==> src/rtl/fctrl_pkg.sv <==
// rtl/fctrl_pkg.sv - shared types and register map for the NCO step bank
package fctrl_pkg;

    localparam int PKG_ACC_WIDTH   = 32;
    localparam int PKG_DWELL_WIDTH = 16;

    localparam logic [2:0] REG_START = 3'd0;
    localparam logic [2:0] REG_STOP  = 3'd1;
    localparam logic [2:0] REG_DELTA = 3'd2;
    localparam logic [2:0] REG_DWELL = 3'd3;
    localparam logic [2:0] REG_CTRL  = 3'd4;

    localparam int CTRL_MODE_BIT = 0;
    localparam int CTRL_LOOP_BIT = 1;

    typedef enum logic {
        MODE_DIRECT = 1'b0,
        MODE_RAMP   = 1'b1
    } mode_e;

    typedef enum logic [2:0] {
        S_IDLE  = 3'd0,
        S_HOLD  = 3'd1,
        S_DWELL = 3'd2,
        S_STEP  = 3'd3,
        S_DONE  = 3'd4
    } ch_state_e;

    typedef struct packed {
        logic [PKG_ACC_WIDTH-1:0]   start;
        logic [PKG_ACC_WIDTH-1:0]   stop;
        logic [PKG_ACC_WIDTH-1:0]   delta;
        logic [PKG_DWELL_WIDTH-1:0] dwell;
        mode_e                      mode;
        logic                       loop;
    } ch_cfg_t;

endpackage

==> src/rtl/fctrl_ramp_ch.sv <==
// rtl/fctrl_ramp_ch.sv - one NCO step channel: hold or linear sweep
module fctrl_ramp_ch
    import fctrl_pkg::*;
(
    input  logic                     clk,
    input  logic                     rst,
    input  logic                     commit,
    input  ch_cfg_t                  cfg_in,
    output logic [PKG_ACC_WIDTH-1:0] step,
    output logic                     busy,
    output logic                     done
);

    localparam int AW = PKG_ACC_WIDTH;

    ch_cfg_t                    cfg_q, cfg_d;
    ch_state_e                  state_q, state_d;
    logic [AW-1:0]              step_q, step_d;
    logic [PKG_DWELL_WIDTH-1:0] cnt_q, cnt_d;
    // Set once the sweep has clamped to STOP in loop mode; the next STEP
    // wraps to START instead of moving further.
    logic                       at_end_q, at_end_d;

    logic [AW:0]   sum_w;
    logic [AW:0]   diff_w;
    logic [AW-1:0] nxt;
    logic          reach;

    // Next sweep value and whether it reaches, passes or wraps beyond STOP
    always_comb begin
        sum_w  = {1'b0, step_q} + {1'b0, cfg_q.delta};
        diff_w = {1'b0, step_q} - {1'b0, cfg_q.delta};
        nxt    = sum_w[AW-1:0];
        reach  = 1'b0;
        if (cfg_q.stop >= cfg_q.start) begin
            nxt   = sum_w[AW-1:0];
            reach = sum_w[AW] || (sum_w[AW-1:0] >= cfg_q.stop);
        end else begin
            nxt   = diff_w[AW-1:0];
            reach = diff_w[AW] || (diff_w[AW-1:0] <= cfg_q.stop);
        end
    end

    // Channel FSM: commit restarts from any state, otherwise dwell/step
    always_comb begin
        cfg_d    = cfg_q;
        state_d  = state_q;
        step_d   = step_q;
        cnt_d    = cnt_q;
        at_end_d = at_end_q;
        if (commit) begin
            cfg_d    = cfg_in;
            step_d   = cfg_in.start;
            cnt_d    = '0;
            at_end_d = 1'b0;
            if (cfg_in.mode == MODE_DIRECT) begin
                state_d = S_HOLD;
            end else if ((cfg_in.delta == '0) || (cfg_in.start == cfg_in.stop)) begin
                state_d = S_DONE;
            end else begin
                state_d = S_DWELL;
            end
        end else begin
            case (state_q)
                S_DWELL: begin
                    if (cnt_q == cfg_q.dwell) begin
                        cnt_d   = '0;
                        state_d = S_STEP;
                    end else begin
                        cnt_d = cnt_q + 1'b1;
                    end
                end
                S_STEP: begin
                    state_d = S_DWELL;
                    if (at_end_q) begin
                        step_d   = cfg_q.start;
                        at_end_d = 1'b0;
                    end else if (reach) begin
                        step_d = cfg_q.stop;
                        if (cfg_q.loop) begin
                            at_end_d = 1'b1;
                        end else begin
                            state_d = S_DONE;
                        end
                    end else begin
                        step_d = nxt;
                    end
                end
                default: begin
                end
            endcase
        end
    end

    // Channel state registers
    always_ff @(posedge clk) begin
        if (rst) begin
            cfg_q    <= '0;
            state_q  <= S_IDLE;
            step_q   <= '0;
            cnt_q    <= '0;
            at_end_q <= 1'b0;
        end else begin
            cfg_q    <= cfg_d;
            state_q  <= state_d;
            step_q   <= step_d;
            cnt_q    <= cnt_d;
            at_end_q <= at_end_d;
        end
    end

    assign step = step_q;
    assign busy = (state_q == S_DWELL) || (state_q == S_STEP);
    assign done = (state_q == S_DONE);

endmodule

==> src/rtl/fctrl_sweep_bank.sv <==
// rtl/fctrl_sweep_bank.sv - multi-channel NCO step bank with shadow/commit
module fctrl_sweep_bank
    import fctrl_pkg::*;
#(
    parameter int NUM_CH      = 2,
    parameter int ACC_WIDTH   = PKG_ACC_WIDTH,
    parameter int DWELL_WIDTH = PKG_DWELL_WIDTH,
    parameter int CH_AW       = (NUM_CH > 1) ? $clog2(NUM_CH) : 1
)(
    input  logic                        clk_100mhz_mmcm_out,
    input  logic                        RST,
    input  logic                        cfg_valid,
    output logic                        cfg_ready,
    input  logic [CH_AW+2:0]            cfg_addr,
    input  logic [ACC_WIDTH-1:0]        cfg_data,
    output logic                        cfg_err,
    input  logic                        commit,
    output logic [NUM_CH*ACC_WIDTH-1:0] nco_step,
    output logic [NUM_CH-1:0]           busy,
    output logic [NUM_CH-1:0]           done
);

    localparam logic [CH_AW:0] NUM_CH_W = (CH_AW+1)'(NUM_CH);

    ch_cfg_t shadow_q [NUM_CH];
    ch_cfg_t shadow_d [NUM_CH];
    logic    cfg_ready_q, cfg_ready_d;
    logic    cfg_err_q, cfg_err_d;

    logic [CH_AW-1:0] addr_ch;
    logic [2:0]       addr_reg;
    logic             wr_fire;
    logic             addr_ok;

    assign addr_ch  = cfg_addr[CH_AW+2:3];
    assign addr_reg = cfg_addr[2:0];
    assign wr_fire  = cfg_valid & cfg_ready_q;
    assign addr_ok  = (addr_reg <= REG_CTRL) && ({1'b0, addr_ch} < NUM_CH_W);

    // Config decode into the shadow array; illegal addresses only raise cfg_err
    always_comb begin
        cfg_ready_d = 1'b1;
        cfg_err_d   = wr_fire & ~addr_ok;
        for (int k = 0; k < NUM_CH; k++) begin
            shadow_d[k] = shadow_q[k];
            if (wr_fire && addr_ok && (addr_ch == CH_AW'(k))) begin
                case (addr_reg)
                    REG_START: shadow_d[k].start = cfg_data;
                    REG_STOP:  shadow_d[k].stop  = cfg_data;
                    REG_DELTA: shadow_d[k].delta = cfg_data;
                    REG_DWELL: shadow_d[k].dwell = cfg_data[DWELL_WIDTH-1:0];
                    default: begin
                        shadow_d[k].mode = mode_e'(cfg_data[CTRL_MODE_BIT]);
                        shadow_d[k].loop = cfg_data[CTRL_LOOP_BIT];
                    end
                endcase
            end
        end
    end

    // Shadow registers and config handshake flops
    always_ff @(posedge clk_100mhz_mmcm_out) begin
        if (RST) begin
            cfg_ready_q <= 1'b0;
            cfg_err_q   <= 1'b0;
            for (int k = 0; k < NUM_CH; k++) begin
                shadow_q[k] <= '0;
            end
        end else begin
            cfg_ready_q <= cfg_ready_d;
            cfg_err_q   <= cfg_err_d;
            for (int k = 0; k < NUM_CH; k++) begin
                shadow_q[k] <= shadow_d[k];
            end
        end
    end

    assign cfg_ready = cfg_ready_q;
    assign cfg_err   = cfg_err_q;

    // Commit samples shadow_q before any same-cycle write lands in it
    for (genvar k = 0; k < NUM_CH; k++) begin : g_ch
        fctrl_ramp_ch u_ch (
            .clk    (clk_100mhz_mmcm_out),
            .rst    (RST),
            .commit (commit),
            .cfg_in (shadow_q[k]),
            .step   (nco_step[k*ACC_WIDTH +: ACC_WIDTH]),
            .busy   (busy[k]),
            .done   (done[k])
        );
    end

endmodule

==> config.mk <==
export PLATFORM = sky130hd
export DESIGN_NAME = fctrl_sweep_bank
export DESIGN_NICKNAME = d
export VERILOG_FILES = /design/src/rtl/fctrl_pkg.sv /design/src/rtl/fctrl_ramp_ch.sv /design/src/rtl/fctrl_sweep_bank.sv
export SDC_FILE = /design/constraint.sdc
export NUM_CORES = 2
export LEC_CHECK = 0
export BUFFER_PORTS_ARGS = -buffer_cell sky130_fd_sc_hd__buf_4
export CAP_MARGIN = 20
export CELL_PAD_IN_SITES_DETAIL_PLACEMENT = 1
export CELL_PAD_IN_SITES_GLOBAL_PLACEMENT = 2
export CORE_MARGIN = 8
export CORE_UTILIZATION = 35
export DETAILED_ROUTE_END_ITERATION = 8
export PLACE_DENSITY_LB_ADDON = 0.1
export SETUP_SLACK_MARGIN = 0.4
export SLEW_MARGIN = 20
export SYNTH_ARGS = -nofsm -noshare
export SYNTH_HDL_FRONTEND = slang
export SYNTH_SLANG_ARGS = --single-unit
export TNS_END_PERCENT = 10
==> constraint.sdc <==
create_clock -name clk_100mhz_mmcm_out -period 4.6 [get_ports clk_100mhz_mmcm_out]
set_input_delay 0.46 -clock clk_100mhz_mmcm_out [delete_from_list [all_inputs] [get_ports clk_100mhz_mmcm_out]]
set_output_delay 0.46 -clock clk_100mhz_mmcm_out [all_outputs]
set_load 0.05 [all_outputs]
==> out/summary.txt <==
outcome - finished with violations
failing checks - negative setup slack
HPWL Detailed - 107,800 um
WP buf/inv - 5
clk slew on worst S/H paths - 0.06 ns
critical path's top delay family - compound AO/OA/AOI/OAI gates
Arrival @ worst endpoint - 5.80 ns
Wirelength per Cell - 22.61 um
die height - 331.8 um
Final Setup Violations - 70
Final Core Density - 44.84%
layout cells sized above 1 - 20.65%
worst reg2reg path depth - 25
# H-tree levels - 3
antenna viol nets, final - 0
area post-placement - 40,880 um^2
Worst-Skew Late Latency - 0.65 ns
first-pass GRT wire length - 214,700 um
commonest non-fill, non-tap cell in the layout - buf_4
Syn Nets - 4,777
sequential element share of the synthesized area - 32.12%
fmax - 190.1 MHz
vias in the first global route - 34,690
clock sinks - 560
All-Layer GR Usage - 24.77%
post-synthesis register bit count - 560
DRC violations left - 0
Synth cell types - 87
Initial DRC Count - 1,759
Synth top area share - 32.12%
grt total ovfl - 0
Max stage delay cell, worst path - or4_4
worst clock skew - 0.03135 ns
# hold bufs at CTS - 0
GPL Wtd Cong - 0.8740
count of final hold-check violations - 0
CP Capture Type - flop
fin nets - 5,314
number of synthesized flops with an enable pin - 0
Fill cells - 11,820
Layout area overhead - 27.72%
vias per cell - 5.330
Die X - 331.8 um
Total Wirelength - 142,500 um
cell area after synthesis - 34,900 um^2
reg2reg start - g_ch[0].u_ch.step[0]$_SDFFE_PP0P_
cell area after layout - 44,580 um^2
Worst Hold End - cfg_err$_SDFF_PP0_
Worst-Margin Slew - 0.9877 ns
Req. time, crit path - 5.14 ns
Post-Syn Instances - 4,411
YS warnings - 0
die footprint - 110,100 um^2
Reg-to-Reg End - g_ch[0].u_ch.step[3]$_SDFFE_PP0P_
pin count of the biggest net entering global routing - 166
Avg Inst Size Synth - 7.913 um^2
CP peak stage delay - 0.57 ns
PortBufs - 109
most frequent cells in the layout - buf_4, nand2_1, dfxtp_1
Hold Crit Depth - 3
top cells by area, synth - dfxtp_1, ha_1, mux2i_1
Hold Startpoint - cfg_valid
total number of vias - 33,600
PwrDens - 273.3 nW/um^2
Placement Rows - 116
CP Launch Type - flop
CTS Buf Count - 71
CTS tree - done
R2R Setup Slk - -0.66 ns
core area - 99,420 um^2
ys flop type - dfxtp_1
initial core utilization - 35.11%
crit path from - g_ch[0].u_ch.step[0]$_SDFFE_PP0P_
Final period util - 114.4%
area leader, netlist - dfxtp_1
max_slew headroom - 34.00%
WP depth - 25
Slew Limit Fails - 0
CTS Root Cell - clkbuf_16
initial antenna violation count - 2
Peak VDD IR - 265.4 uV
Max Cap Viol - 0
CTS max path bufs - 3
Leakage - 18.85 nW
WS Path Type - flop to flop
Max FO, Critical Path - 7
final worst slack - -0.6609 ns
pre-CTS WS - -1.017 ns
Synth async-reset ratio - 0%
Final min period - 5.261 ns
CP dominant cell by count - a21oi_1
DR pass1 iterations - 5
Tightest Hold Check Type - primary input to flop
unrepaired setup endpoints after global routing - true
IO Pins - 110
how the worst max path moves through the flow:
stage,slack (ns),to
2_1_floorplan,-0.19,g_ch[1].u_ch.step[2]$_SDFFE_PP0P_
3_3_place_gp,-0.90,g_ch[1].u_ch.step[2]$_SDFFE_PP0P_
3_5_place_dp,-1.02,g_ch[1].u_ch.step[2]$_SDFFE_PP0P_
4_1_cts,-0.71,g_ch[0].u_ch.step[6]$_SDFFE_PP0P_
5_1_grt,-0.90,g_ch[1].u_ch.step[27]$_SDFFE_PP0P_
6_report,-0.66,g_ch[0].u_ch.step[3]$_SDFFE_PP0P_
per-stage QoR:
step / TNS (ns) / power [mW] / hold slack, ns / std cells
2_1_floorplan: -5.739 / 5.691 / 0.4360 / 4411
3_3_place_gp: -50.67 / 6.166 / 0.4471 / 6127
3_5_place_dp: -54.85 / 6.177 / 0.4574 / 6127
4_1_cts: -35.33 / 12.25 / 0.05059 / 6282
5_1_grt: -52.22 / 12.63 / 0.08565 / 6301
6_report: -34.33 / 12.19 / 0.09415 / 6303
state kept, by name, indices dropped and copies added (netlist names):
name / cells
g_ch.u_ch.cnt_q: 32
g_ch.u_ch.step: 64
cfg_err: 1
cfg_ready: 1
g_ch.u_ch.at_end_q: 2
g_ch.u_ch.state_q: 6
g_ch.u_ch.cfg_q: 226
shadow_q: 228
power by group:
group / internal (mW) / switching (mW) / leakage, nW
Combinational: 0.585 / 0.805 / 13.1
Clock: 3.46 / 2.45 / 1.21
Sequential: 4.86 / 0.0204 / 4.53
logic make-up after synthesis:
logic type / count (synthesis) / synth area share [%]
compound gates: 977 / 17.25
xor+xnor: 237 / 5.947
fa+ha+maj: 326 / 11.77
buf+inv: 525 / 5.850
flops: 560 / 32.12
mux: 297 / 8.550
simple gates: 1489 / 18.52
synth_stat cells (18+ instances only):
cell type and number:
nand2_1 655, dfxtp_1 560, a21oi_1 507, nor2_1 443
ha_1 322, mux2i_1 291, inv_1 261, xnor2_1 212
clkbuf_1 194, o21ai_0 104, nand3_1 86, nand4_1 77
a21o_1 51, nor3_1 51, nor4_1 43, buf_1 33
o211ai_1 30, o21bai_1 29, o31ai_1 27, nor2b_1 25
xor2_1 25, a31oi_1 24, a211oi_1 23, nand2b_1 23
a22oi_1 18, and3_1 18
area by class of cell:
type,count,area (um^2),share of cell area (%)
clock buffer,100,2108,4.729
multi-input combinational,3326,22560,50.60
antenna,2,5.005,0.01123
timing repair buffer,717,5638,12.65
clock inverter,28,346.6,0.7774
inverter,272,1026,2.301
tap,1298,1624,3.643
sequential,560,11270,25.29
tightest hold or removal path, delay by kind of cell:
family | cells | cell delay [ns]
buffers and inverters | 1 | 0.10
AND/OR/NAND/NOR | 2 | 0.12
metal layers:
layer | global-route usage, % | part of all wire, % | vias to the layer above
met2 | 41.85 | 47 | 514
li1 | - | - | 16360
met1 | 33.31 | 47 | 16540
met5 | 0 | 0.0091 | -
met3 | 2.927 | 3.4 | 188
met4 | 6.575 | 2.6 | 2
repair_timing:
item                       CTS  global route
gates resized for setup     89            98
setup endpoints to repair   70            70
pin swaps                   43            47
setup buffers               26            16
gates cloned                 1             3
Note: power is estimated with default switching activity, not from simulation.
